File: src/rtl/rr_arbiter_4.sv
// Four-way round-robin arbiter with registered grant index and one-bubble handover.
// Optional grant-hold timeout enabled by defining ARB_TIMEOUT_EN.
module rr_arbiter_4 #(
  parameter int unsigned MAX_HOLD = 16
) (
  input  logic       i_clk,
  input  logic       i_rst_n,
  input  logic [3:0] i_req,
  output logic       o_valid,
  output logic [1:0] o_grant_idx,
  output logic       o_timeout
);

  typedef enum logic [0:0] {StIdle, StGrant} state_e;

  state_e     state_q;
  logic [1:0] last_idx_q;
  logic [1:0] pick;
  logic       holder_req;

  if (MAX_HOLD < 2 || MAX_HOLD > 255) begin : g_bad_max_hold
    $error("rr_arbiter_4: MAX_HOLD must be in 2..255");
  end

  assign holder_req = i_req[o_grant_idx];

  // Search starts one past the last grant, so the previous holder is considered last.
  always_comb begin
    logic       found;
    logic [1:0] idx;
    pick  = last_idx_q + 2'd1;
    found = 1'b0;
    idx   = 2'd0;
    for (int k = 1; k <= 4; k++) begin
      idx = last_idx_q + 2'(k);
      if (!found && i_req[idx]) begin
        pick  = idx;
        found = 1'b1;
      end
    end
  end

`ifdef ARB_TIMEOUT_EN
  localparam logic [7:0] HoldLast = 8'(MAX_HOLD - 1);

  logic [7:0] hold_cnt_q;
  logic       expire;

  assign expire = (hold_cnt_q == HoldLast);
`else
  assign o_timeout = 1'b0;
`endif

  always_ff @(posedge i_clk) begin
    if (!i_rst_n) begin
      state_q     <= StIdle;
      o_valid     <= 1'b0;
      o_grant_idx <= 2'b00;
      last_idx_q  <= 2'b11;
`ifdef ARB_TIMEOUT_EN
      o_timeout   <= 1'b0;
      hold_cnt_q  <= 8'd0;
`endif
    end else begin
`ifdef ARB_TIMEOUT_EN
      o_timeout <= 1'b0;
`endif
      case (state_q)
        StIdle: begin
          o_valid <= 1'b0;
          if (|i_req) begin
            o_grant_idx <= pick;
            o_valid     <= 1'b1;
            state_q     <= StGrant;
`ifdef ARB_TIMEOUT_EN
            hold_cnt_q  <= 8'd0;
`endif
          end
        end
        StGrant: begin
`ifdef ARB_TIMEOUT_EN
          if (holder_req && !expire) begin
            hold_cnt_q <= hold_cnt_q + 8'd1;
          end else begin
            // A still-requesting holder here means forced release.
            o_timeout  <= holder_req;
            o_valid    <= 1'b0;
            last_idx_q <= o_grant_idx;
            state_q    <= StIdle;
          end
`else
          if (!holder_req) begin
            o_valid    <= 1'b0;
            last_idx_q <= o_grant_idx;
            state_q    <= StIdle;
          end
`endif
        end
        default: begin
          state_q <= StIdle;
          o_valid <= 1'b0;
        end
      endcase
    end
  end

endmodule

File: config.mk
export PLATFORM = sky130hd
export DESIGN_NAME = rr_arbiter_4
export DESIGN_NICKNAME = d
export VERILOG_FILES = /design/src/rtl/rr_arbiter_4.sv
export SDC_FILE = /design/constraint.sdc
export NUM_CORES = 1
export LEC_CHECK = 0
export BUFFER_PORTS_ARGS = -buffer_cell sky130_fd_sc_hd__buf_4
export CAP_MARGIN = 20
export CORE_AREA = 2 2 39 41
export DETAILED_ROUTE_END_ITERATION = 8
export DIE_AREA = 0 0 41 43
export GPL_TIMING_DRIVEN = 0
export PLACE_DENSITY = 0.5
export RECOVER_POWER = 50
export SLEW_MARGIN = 10
export SYNTH_ARGS = -nofsm -noshare
export SYNTH_HDL_FRONTEND = slang
export SYNTH_SLANG_ARGS = --single-unit
File: constraint.sdc
create_clock -name i_clk -period 1.61 [get_ports i_clk]
set_input_delay 0.322 -clock i_clk [delete_from_list [all_inputs] [get_ports i_clk]]
set_output_delay 0.322 -clock i_clk [all_outputs]
set_load 0.03 [all_outputs]
==> impl_metrics.env <==
export IMPL_netlist_area_um2=375
export IMPL_hp_start="i_rst_n"
export IMPL_final_layout_size_suffix_gt1_share_pct=17.5
export IMPL_coreArea_um2=1380
export IMPL_finalSetupViolCount=0
export IMPL_register_area_um2=120
export IMPL_end_kind="flip-flop"
export IMPL_syn2layout_area_growth_pct=23.3
export IMPL_pre_cts_ws_ns=0.0976
export IMPL_cts_resized=0
export IMPL_syn_num_nets=52
export IMPL_ys_flop_type="dfxtp_1"
export IMPL_post_route_period_util_pct=88.8
export IMPL_num_rows=14
export IMPL_finalHoldViolations=0
export IMPL_dp_hpwl_um=608
export IMPL_fp_dieH_um=43
export IMPL_synth_top_cell_area_share_pct=32.0
export IMPL_syn_inst=46
export IMPL_fillCellCount=161
export IMPL_synth_edf_count=0
export IMPL_nets=65
export IMPL_grt_pass1_wl_um=1270
export IMPL_cellPowerDensity_nw_per_um2=996
export IMPL_cp_required_ns=1.73
export IMPL_grt_max_degree=9
export IMPL_grt_setup_unrepaired="no"
export IMPL_clk_pin_slew_ns=0.05
export IMPL_via_per_inst=5.05
export IMPL_seq_area_frac_synth_pct=32.0
export IMPL_synth_cell_types=23
export IMPL_start_util_pct=27.1
export IMPL_path_cells="mux2_2 > a21boi_1 > o21a_1 > o211ai_1"
export IMPL_min_path_type="in2reg"
export IMPL_synth_seq_cells=6
export IMPL_cts_buffers=3
export IMPL_synthTopCellsByArea="dfxtp_1 (32%), nor2b_1 (6.7%), o211ai_1 (6.0%)"
export IMPL_first_pass_iters=3
export IMPL_path_max_fanout=5
export IMPL_post_cts_buffers=0
export IMPL_cp_startpoint="o_grant_idx[0]$_SDFFE_PN0P_"
export IMPL_p_leak_uw=0.000192
export IMPL_p_total_uw=461
export IMPL_critPathKind="reg2reg"
export IMPL_r2r_start="o_grant_idx[0]$_SDFFE_PN0P_"
export IMPL_cts_root_buf="clkbuf_4"
export IMPL_cap_violations=0
export IMPL_drv_slew=0
export IMPL_gp_congestion=0.693
export IMPL_fin_setup_tns_ns=0
export IMPL_ys_warn_count=0
export IMPL_avgSynthCellArea_um2=8.16
export IMPL_cts_max_level=1
export IMPL_synth_top_area_cell="dfxtp_1"
export IMPL_cts_tree="done"
export IMPL_die_w_um=41
export IMPL_cp_start_kind="flip-flop"
export IMPL_status="finished clean"
export IMPL_dpl_instance_area_um2=455
export IMPL_rrSetupSlack_ns=0.18
export IMPL_final_area_um2=463
export IMPL_vias=369
export IMPL_finClkSkew_ns=0.0112
export IMPL_die_area_um2=1760
export IMPL_drt_total_wl_um=827
export IMPL_clock_latency_ns=0.25
export IMPL_multi_input_area_um2=240
export IMPL_wire_per_inst_um=11.3
export IMPL_drc=0
export IMPL_postRouteAntennaNets=0
export IMPL_antenna_found_initial=0
export IMPL_slowest_delay_ns=0.42
export IMPL_fin_crit_ns=1.43
export IMPL_postCtsHoldBufs=0
export IMPL_ys_async_sr_fraction_pct=0
export IMPL_grt_ovfl_total=0
export IMPL_grt_pass1_vias=301
export IMPL_worst_path_max_delay_cell="dfxtp_1"
export IMPL_track_usage_pct=11.3
export IMPL_cp_arrival_ns=1.55
export IMPL_diodes=0
export IMPL_ioPinCount=10
export IMPL_clock_sinks=6
export IMPL_fmax_mhz=699
export IMPL_drt_iter0_markers=8
export IMPL_cts_max_path_buffers=2
export IMPL_irDropWorstVdd_uv=585
export IMPL_numPortBuffers=8
export IMPL_timing_final_ws_setup_ns=0.180
sequential cells by signal, indices dropped and copies added, names as in the netlist:
register,cells
state_q,1
last_idx_q,2
o_grant_idx,2
o_valid,1
area by class of cell:
cell class	count	area share [%]
multi-input combinational	37	51.9
sequential	6	25.9
timing repair buffer	8	9.73
clock buffer	3	4.86
tap	16	4.32
buffer	1	1.62
inverter	2	1.62
routing by layer:
layer  track usage (%)  vias up  share of wire (%)
li1                  -      196                  -
met1              15.2      159                 50
met2              13.8       12                 41
met3              6.28        2                8.2
met4              6.00        0               0.85
met5                 0        -                  0
metrics by stage:
step	util [%]	hold WS (ns)	instances
floorplan	-	0.411	46
CTS	34.5	0.304	73
global placement	32.9	0.494	70
detailed placement	32.9	0.492	70
finish	33.5	0.308	73
global route	33.5	0.299	73
critical path, delay by kind of cell, from the launching register on:
family / cells / cell delay [ns]
AOI/OAI and AO/OA: 3 / 0.52
DFF: 1 / 0.42
muxes: 1 / 0.36
cells by family (layout without fill, tap and decap cells):
kind of cell           after synthesis  in the layout  share of synthesized area (%)
AND/OR/NAND/NOR                     17             17                           24.7
AO/OA/AOI/OAI                       16             16                           30.0
flip-flops                           6              6                           32.0
multiplexers                         3              3                           8.33
buffers and inverters                3             14                           4.00
other                                1              1                          0.999
where the power goes:
part	leakage, uW	switching (uW)	total, uW	internal, uW
Clock	0.0000138	57.2	142	84.5
Combinational	0.000129	72.8	127	54.2
Sequential	0.0000499	23.1	192	169
worst paths after layout:
path | endpoint | cells after the start
worst min-delay path | last_idx_q[0]$_SDFFE_PN1P_ | 2
worst min register to register | o_valid$_SDFFE_PN0P_ | 2
worst max-delay path | last_idx_q[1]$_SDFFE_PN1P_ | 4
worst max register to register | last_idx_q[1]$_SDFFE_PN1P_ | 4
cells in the mapped netlist (2+ instances only):
library cell / count
dfxtp_1: 6
a21oi_1: 3
o211ai_1: 3
or4_1: 2
nor2_1: 4
inv_1: 2
mux2i_1: 2
and2b_1: 2
nand2_1: 3
nor2b_1: 4
o21ai_0: 3
layout by cell type, fill, tap and decap left out, types with 2 or more instances in the layout:
master	instances
dfxtp_1	6
buf_4	5
nor2_1	4
nor2b_1	4
clkbuf_1	4
o21ai_0	3
nand2_1	3
o211ai_1	3
a21oi_1	3
clkbuf_4	3
mux2i_1	2
or4_1	2
inv_1	2
and2b_1	2
Note: power is estimated with default switching activity, not from simulation.
